==> config.mk <==
export PLATFORM = sky130hd
export DESIGN_NAME = bcd_display_ctrl
export DESIGN_NICKNAME = d
export VERILOG_FILES = /design/src/rtl/bcd_pkg.sv /design/src/rtl/bcd_digit.sv /design/src/rtl/bcd_display_ctrl.sv
export SDC_FILE = /design/constraint.sdc
export NUM_CORES = 1
export LEC_CHECK = 0
export ABC_AREA = 0
export ABC_CLOCK_PERIOD_IN_PS = 2150
export BUFFER_PORTS_ARGS = -buffer_cell sky130_fd_sc_hd__buf_2
export CAP_MARGIN = 20
export CORE_MARGIN = 2
export CORE_UTILIZATION = 40
export CTS_CLUSTER_DIAMETER = 120
export DETAILED_ROUTE_END_ITERATION = 8
export SLEW_MARGIN = 10
export SYNTH_ARGS = -nofsm -noshare
export SYNTH_HDL_FRONTEND = slang
export SYNTH_SLANG_ARGS = --single-unit
==> constraint.sdc <==
create_clock -name clk -period 2.15 [get_ports clk]
set_input_delay 0.43 -clock clk [delete_from_list [all_inputs] [get_ports clk]]
set_output_delay 0.43 -clock clk [all_outputs]
set_load 0.005 [all_outputs]
==> src/rtl/bcd_pkg.sv <==
// Shared definitions for the BCD display controller.
// Latency: n/a (types, constants and pure functions only).
// Backpressure: n/a.
// Contents: load FSM state enum, segment patterns (active-low, dp off),
// BCD-to-segment decode and BCD sanitising helper.
package bcd_pkg;

  typedef enum logic [1:0] {
    LD_IDLE  = 2'd0,
    LD_WRITE = 2'd1,
    LD_ACK   = 2'd2,
    LD_WAIT  = 2'd3
  } load_state_e;

  localparam logic [3:0] BCD_MAX = 4'd9;

  // Active-low segments {dp,g,f,e,d,c,b,a}; dp bit is always 1 (off).
  localparam logic [7:0] SEG_0     = 8'hC0;
  localparam logic [7:0] SEG_1     = 8'hF9;
  localparam logic [7:0] SEG_2     = 8'hA4;
  localparam logic [7:0] SEG_3     = 8'hB0;
  localparam logic [7:0] SEG_4     = 8'h99;
  localparam logic [7:0] SEG_5     = 8'h92;
  localparam logic [7:0] SEG_6     = 8'h82;
  localparam logic [7:0] SEG_7     = 8'hF8;
  localparam logic [7:0] SEG_8     = 8'h80;
  localparam logic [7:0] SEG_9     = 8'h90;
  localparam logic [7:0] SEG_BLANK = 8'hFF;

  function automatic logic [7:0] bcd_to_seg(input logic [3:0] d);
    logic [7:0] seg;
    case (d)
      4'd0:    seg = SEG_0;
      4'd1:    seg = SEG_1;
      4'd2:    seg = SEG_2;
      4'd3:    seg = SEG_3;
      4'd4:    seg = SEG_4;
      4'd5:    seg = SEG_5;
      4'd6:    seg = SEG_6;
      4'd7:    seg = SEG_7;
      4'd8:    seg = SEG_8;
      4'd9:    seg = SEG_9;
      default: seg = SEG_BLANK;
    endcase
    return seg;
  endfunction

  // Non-BCD codes (10-15) are stored as 0.
  function automatic logic [3:0] bcd_sanitize(input logic [3:0] d);
    return (d > BCD_MAX) ? 4'd0 : d;
  endfunction

endpackage

==> src/rtl/bcd_digit.sv <==
// One BCD counter digit with synchronous load and ripple carry out.
// Latency: load/increment visible one cycle later; carry is combinational.
// Backpressure: none; load has priority over inc.
// Ports: clk, rst (async active-low), load, load_val[3:0], inc,
//        q[3:0] current digit, carry = inc && q==9.
module bcd_digit
  import bcd_pkg::*;
(
  input  logic       clk,
  input  logic       rst,
  input  logic       load,
  input  logic [3:0] load_val,
  input  logic       inc,
  output logic [3:0] q,
  output logic       carry
);

  logic [3:0] q_q;
  logic [3:0] q_d;

  always_comb begin
    q_d = q_q;
    if (load) begin
      q_d = load_val;
    end else if (inc) begin
      q_d = (q_q == BCD_MAX) ? 4'd0 : q_q + 4'd1;
    end
  end

  always_ff @(posedge clk or negedge rst) begin
    if (!rst) begin
      q_q <= '0;
    end else begin
      q_q <= q_d;
    end
  end

  assign q     = q_q;
  assign carry = inc && (q_q == BCD_MAX);

endmodule

==> src/rtl/bcd_display_ctrl.sv <==
// Four-digit BCD counter with handshake digit load and multiplexed 7-seg scan.
// Latency: count/ovf update on the tick edge; an/disp lag the scan index by 1 cycle.
// Backpressure: load_req is held until load_ack; one request = one load.
// Ports: clk, rst (async active-low), en, load_req, load_sel[1:0],
//        load_data[3:0] -> load_ack, count[15:0], ovf, an[3:0], disp[7:0].
module bcd_display_ctrl
  import bcd_pkg::*;
#(
  parameter int COUNT_DIV = 8,
  parameter int SCAN_DIV  = 4
) (
  input  logic        clk,
  input  logic        rst,
  input  logic        en,
  input  logic        load_req,
  input  logic [1:0]  load_sel,
  input  logic [3:0]  load_data,
  output logic        load_ack,
  output logic [15:0] count,
  output logic        ovf,
  output logic [3:0]  an,
  output logic [7:0]  disp
);

  localparam int CW = (COUNT_DIV > 1) ? $clog2(COUNT_DIV) : 1;
  localparam int SW = (SCAN_DIV > 1) ? $clog2(SCAN_DIV) : 1;

  // Count prescaler: free-running, independent of en and load activity.
  logic [CW-1:0] pre_q, pre_d;
  logic          tick;

  assign tick  = (pre_q == CW'(COUNT_DIV - 1));
  assign pre_d = tick ? '0 : pre_q + CW'(1);

  // Load handshake FSM.
  load_state_e state_q, state_d;
  logic        write;

  always_comb begin
    state_d = state_q;
    case (state_q)
      LD_IDLE:  if (load_req) state_d = LD_WRITE;
      LD_WRITE: state_d = LD_ACK;
      LD_ACK:   state_d = LD_WAIT;
      LD_WAIT:  if (!load_req) state_d = LD_IDLE;
      default:  state_d = LD_IDLE;
    endcase
  end

  assign write    = (state_q == LD_WRITE);
  assign load_ack = (state_q == LD_ACK);

  // Digit chain. A load cycle swallows a coincident tick for every digit,
  // so the ones increment is gated by write and no carry can ripple.
  logic [3:0] dig [4];
  logic [3:0] carry;
  logic [4:0] inc;
  logic [3:0] load_val;

  assign load_val = bcd_sanitize(load_data);
  assign inc      = {carry, tick & en & ~write};

  for (genvar g = 0; g < 4; g++) begin : g_digit
    bcd_digit u_digit (
      .clk      (clk),
      .rst      (rst),
      .load     (write && (load_sel == 2'(g))),
      .load_val (load_val),
      .inc      (inc[g]),
      .q        (dig[g]),
      .carry    (carry[g])
    );
  end

  assign count = {dig[3], dig[2], dig[1], dig[0]};

  // Carry out of the thousands digit only happens on 9999 -> 0000.
  logic ovf_q, ovf_d;
  assign ovf_d = inc[4];
  assign ovf   = ovf_q;

  // Display scan.
  logic [SW-1:0] scan_q, scan_d;
  logic          scan_wrap;
  logic [1:0]    idx_q, idx_d;

  assign scan_wrap = (scan_q == SW'(SCAN_DIV - 1));
  assign scan_d    = scan_wrap ? '0 : scan_q + SW'(1);
  assign idx_d     = scan_wrap ? idx_q + 2'd1 : idx_q;

  // an and disp are registered from the same index so they never disagree.
  logic [3:0] an_q, an_d;
  logic [7:0] disp_q, disp_d;

  assign an_d   = ~(4'b0001 << idx_q);
  assign disp_d = bcd_to_seg(dig[idx_q]);
  assign an     = an_q;
  assign disp   = disp_q;

  always_ff @(posedge clk or negedge rst) begin
    if (!rst) begin
      pre_q   <= '0;
      state_q <= LD_IDLE;
      ovf_q   <= 1'b0;
      scan_q  <= '0;
      idx_q   <= 2'd0;
      an_q    <= 4'b1110;
      disp_q  <= SEG_0;
    end else begin
      pre_q   <= pre_d;
      state_q <= state_d;
      ovf_q   <= ovf_d;
      scan_q  <= scan_d;
      idx_q   <= idx_d;
      an_q    <= an_d;
      disp_q  <= disp_d;
    end
  end

endmodule
==> results of run 1 <==
[cell usage after synthesis (3+ instances only)]
cell      instances  area [µm²]
nor2b_1           6       37.54
mux2i_1           5       50.05
o21ai_0          16       80.08
nand4_1           4       25.02
xor2_1            3       26.28
a22oi_1           3       22.52
nand3_1           6       30.03
inv_1            15       56.30
nand2_1          11       41.29
a21oi_1          13       65.06
dfrtp_1          33       825.8
dfstp_2           4       105.1
ha_1             17       212.7
clkbuf_1          3       11.26
nand3b_1          4       30.03
xnor2_1           4       35.03
nor2_1           17       63.81
o211ai_1          4       30.03
[flip-flops by register name, summed over array words and instances (netlist names)]
| signal | cells |
|---|---|
| state_q | 2 |
| scan_q | 2 |
| disp | 7 |
| g_digit.u_digit.q | 16 |
| an | 4 |
| idx_q | 2 |
| pre_q | 3 |
| ovf | 1 |
[final cells by class]
cell class	instances	share of cell area, %
Multi-Input combinational cell	150	44.09
Timing Repair Buffer	44	9.626
Inverter	15	2.188
Tap cell	70	3.403
Sequential cell	37	36.17
Clock inverter	1	1.167
Clock buffer	7	3.354
[metal layers]
metal	wire length (µm)	global-route usage, %	part of all wire [%]	vias to the layer above
li1	-	-	-	821
met1	2093	20.01	46	785
met2	2220	26.55	49	36
met3	216	3.488	4.7	5
met4	47	4.821	1.0	0
met5	0	0	0	-
[kinds of logic (layout without fill, tap and decap cells)]
family                   after synthesis  after routing  share of synthesized area [%]
AO/OA/AOI/OAI                         48             48                          13.91
multiplexers                          10             10                          7.328
AND/OR/NAND/NOR                       67             67                          18.29
other                                  1              1                         0.1729
XOR/XNOR                               7              7                          2.828
flip-flops                            37             37                          42.93
buffers and inverters                 22             67                          4.731
adder cells (fa/ha/maj)               17             17                          9.809
[where the power goes]
| group | total (W) | switching, W | internal (W) | leakage (nW) |
|---|---|---|---|---|
| logic | 0.00129 | 0.000645 | 0.000641 | 0.716 |
| registers | 0.00117 | 0.000253 | 0.000921 | 0.447 |
| clock network | 0.000621 | 0.000243 | 0.000378 | 0.0585 |
| total | 0.00308 | 0.00114 | 0.00194 | 1.22 |
[worst paths after layout]
check | startpoint | to | slack, ns | depth (start not counted)
max reg2reg | state_q[1] | g_digit[2].u_digit.q[1] | 0.26 | 6
min reg2reg | scan_q[0] | scan_q[0] | 0.44 | 1
max | state_q[1] | g_digit[2].u_digit.q[1] | 0.26 | 6
min in group clk | scan_q[0] | scan_q[0] | 0.44 | 1
min | rst | idx_q[1] | 0.09 | 1
max in group asynchronous | rst | state_q[1] | 1.59 | 2
[worst max-delay path, cell delays in order (launching register included)]
cell and delay [ns]:
dfrtp_1 0.38, inv_1 0.09, ha_1 0.25, and4b_1 0.37, nand3_1 0.21, a2111o_1 0.44
o211ai_1 0.08
[stage by stage]
step                instance area, µm²  util [%]  cells  hold slack (ns)
floorplan                         2168         -    209           0.1344
global placement                  2457     47.51    316           0.4147
detailed placement                2457     47.51    316           0.4178
CTS                               2574     49.76    324           0.1133
global route                      2574     49.76    324           0.1288
finish                            2574     49.76    324          0.09383
==> results_dict.tcl, run 1 <==
set metrics [dict create \
    crit_required_ns 2.35 \
    postCtsHoldBufs 0 \
    seq_area_um2 930.9 \
    cts_inserted_buffers 5 \
    synthArstFlopShare_pct 100.0 \
    drv_cap 0 \
    fmax_mhz 529.6 \
    synth_cell_types 51 \
    status "completed" \
    drt_pass1_iterations 3 \
    area_growth_pct 18.70 \
    root_buffer "clkbuf_8" \
    yosys_most_used_dff "dfrtp_1" \
    cts_tree "done" \
    final_common_cell "buf_2" \
    nFillCells 483 \
    drc 0 \
    num_vias 1647 \
    dieWidth_um 77.63 \
    drive_gt1_share_pct 27.17 \
    clockBufferDepth 2 \
    ir_worst_vdd_v 0.0006177 \
    clk_pin_slew_ns 0.08 \
    layout_min_cycle_time_ns 1.888 \
    finalSetupTns_ns 0 \
    routedWlPerCell_um 14.13 \
    diodes 0 \
    hp-class "input port to asynchronous set/reset pin" \
    cts.sinks 37 \
    io_pins 40 \
    synth_seq_cells 37 \
    num_rows 26 \
    finalNetCount 280 \
    power.leakage_nw 1.222 \
    hold_violations 0 \
    synth_edf_count 0 \
    clk_latency_ns 0.28 \
    cp_max_fo 7 \
    syn_avg_cell_area_um2 10.37 \
    ant_nets 0 \
    syn_area_um2 2168 \
    htree_num_levels 2 \
    drt_wl_total_um 4577 \
    grt_max_degree 21 \
    grt_overflow_total 0 \
    pre_cts_slack_ns 0.2781 \
    seq_area_frac_synth_pct 42.93 \
    first_global_vias 1566 \
    grt_pass1_wl_um 7507 \
    synthCells 209 \
    finalCritPeriodShare_pct 87.83 \
    drt_iter0_drc 34 \
    slew_viol_final 0 \
    pwr_density_cell_nw_per_um2 1197 \
    setup_slack_ns 0.2617 \
    post_cts_buffers 0 \
    avgViaCountPerCell 5.083 \
    syn_nets 236 \
    final.setup_skew_ns 0.007871 \
    grt_usage_pct 15.71 \
    multiInputGateArea_um2 1135 \
    gp_congestion 0.7663 \
    die_h_um 77.63 \
    critical_path_arrival_ns 2.09 \
    port_buffers 38 \
    cts.repair.resized 0 \
    antenna_found_initial 0 \
    layout_common_cells "buf_2, dfrtp_1, nor2_1, ha_1, o21ai_0" \
    setup_violations 0 \
    startpoint_type "flip-flop" \
    core_um2 5172 \
    start_util_pct 41.92 \
    power_w 0.003081 \
    ys_warn_count 0 \
    end_kind "flip-flop" \
    critPathKind "flip-flop to flip-flop" \
    dieArea_um2 6026 \
    place_hpwl_um 3351 \
    rsz0062_at_grt "false" \
]
Note: power is estimated with default switching activity, not from simulation.
==> inputs of run 2 (changes only) <==
Settings changed: MAX_ROUTING_LAYER set to met4.
==> results_dict.tcl, run 2 (synthesized netlist as in run 1, its figures left out) <==
set metrics [dict create \
    num_rows 26 \
    drt_iter0_drc 45 \
    drv_cap 0 \
    final_common_cell "buf_2" \
    setup_violations 0 \
    area_growth_pct 18.70 \
    grt_max_degree 21 \
    startpoint_type "flip-flop" \
    hold_violations 0 \
    port_buffers 38 \
    num_vias 1663 \
    setup_slack_ns 0.2653 \
    cts_tree "done" \
    design_area_um2 2574 \
    die_h_um 77.63 \
    clk_pin_slew_ns 0.08 \
    clk_latency_ns 0.28 \
    io_pins 40 \
    htree_num_levels 2 \
    grt_pass1_wl_um 7500 \
    cts.sinks 37 \
    grt_overflow_total 0 \
    end_kind "flip-flop" \
    hp-class "input port to asynchronous set/reset pin" \
    pwr_density_cell_nw_per_um2 1193 \
    drc 0 \
    ir_worst_vdd_v 0.0006147 \
    largest_reg_flops 16 \
    gp_congestion 0.7766 \
    grt_usage_pct 16.18 \
    finalCritPeriodShare_pct 87.66 \
    drive_gt1_share_pct 27.17 \
    fmax_mhz 530.6 \
    postCtsHoldBufs 0 \
    dieWidth_um 77.63 \
    final.setup_skew_ns 0.007005 \
    cts_inserted_buffers 5 \
    first_global_vias 1563 \
    layout_min_cycle_time_ns 1.885 \
    power.leakage_nw 1.222 \
    drt_pass1_iterations 4 \
    crit_required_ns 2.35 \
    root_buffer "clkbuf_8" \
    antenna_found_initial 0 \
    critPathKind "flip-flop to flip-flop" \
    critical_path_arrival_ns 2.09 \
    hold_ws_ns 0.09356 \
    ff2ff_path_depth 6 \
    cp_max_fo 7 \
    dieArea_um2 6026 \
    finalSetupTns_ns 0 \
    place_hpwl_um 3351 \
    routedWlPerCell_um 13.97 \
    pre_cts_slack_ns 0.2781 \
    post_cts_buffers 0 \
    status "completed" \
    avgViaCountPerCell 5.133 \
    slew_viol_final 0 \
    cts.repair.resized 0 \
    diodes 0 \
    core_um2 5172 \
    drt_wl_total_um 4525 \
    postPlaceCellArea_um2 2457 \
    rsz0062_at_grt "false" \
    finalNetCount 280 \
    ant_nets 0 \
    layout_common_cells "buf_2, dfrtp_1, nor2_1, ha_1, o21ai_0" \
    start_util_pct 41.92 \
    clockBufferDepth 2 \
]
[run 2: cell counts in the layout (fill, tap and decap cells not counted)]
Identical to the previous run, type by type.
[run 2: report_power, final]
group	switching [W]	internal (W)
Combinational	0.000640	0.000641
Clock	0.000243	0.000378
Sequential	0.000248	0.000921
[run 2: per-layer routing]
layer	vias up	GRT usage [%]	part of all wire (%)	wire (µm)
li1	822	-	-	-
met1	788	20.16	44	1990
met2	48	26.47	49	2229
met3	5	3.488	5.7	258
met4	0	4.821	1.0	47
met5	-	-	0	0
[run 2: final timing paths]
check	start	end	slack [ns]
max	state_q[1]	g_digit[2].u_digit.q[1]	0.27
min	rst	idx_q[1]	0.09
max reg2reg	state_q[1]	g_digit[2].u_digit.q[1]	0.27
min reg2reg	scan_q[0]	scan_q[0]	0.44
max in group asynchronous	rst	g_digit[0].u_digit.q[0]	1.59
min in group clk	scan_q[0]	scan_q[0]	0.44
[run 2: per-stage QoR]
step | power, W | util (%) | cells
2_1_floorplan | 0.001993 | - | 209
3_3_place_gp | 0.002451 | 47.51 | 316
3_5_place_dp | 0.002477 | 47.51 | 316
4_1_cts | 0.003111 | 49.76 | 324
5_1_grt | 0.003349 | 49.76 | 324
6_report | 0.003071 | 49.76 | 324
[run 2: area by class of cell]
class	count	area [µm²]
multi-input combinational	150	1135
inverter	15	56.30
sequential	37	930.9
clock buffer	7	86.33
timing repair buffer	44	247.7
tap	70	87.58
fill	483	2599
clock inverter	1	30.03
[run 2: critical path, stage by stage, from the launching register on]
cell	delay, ns
dfrtp_1	0.38
inv_1	0.09
ha_1	0.25
and4b_1	0.37
nand3_1	0.21
a2111o_1	0.44
o211ai_1	0.08
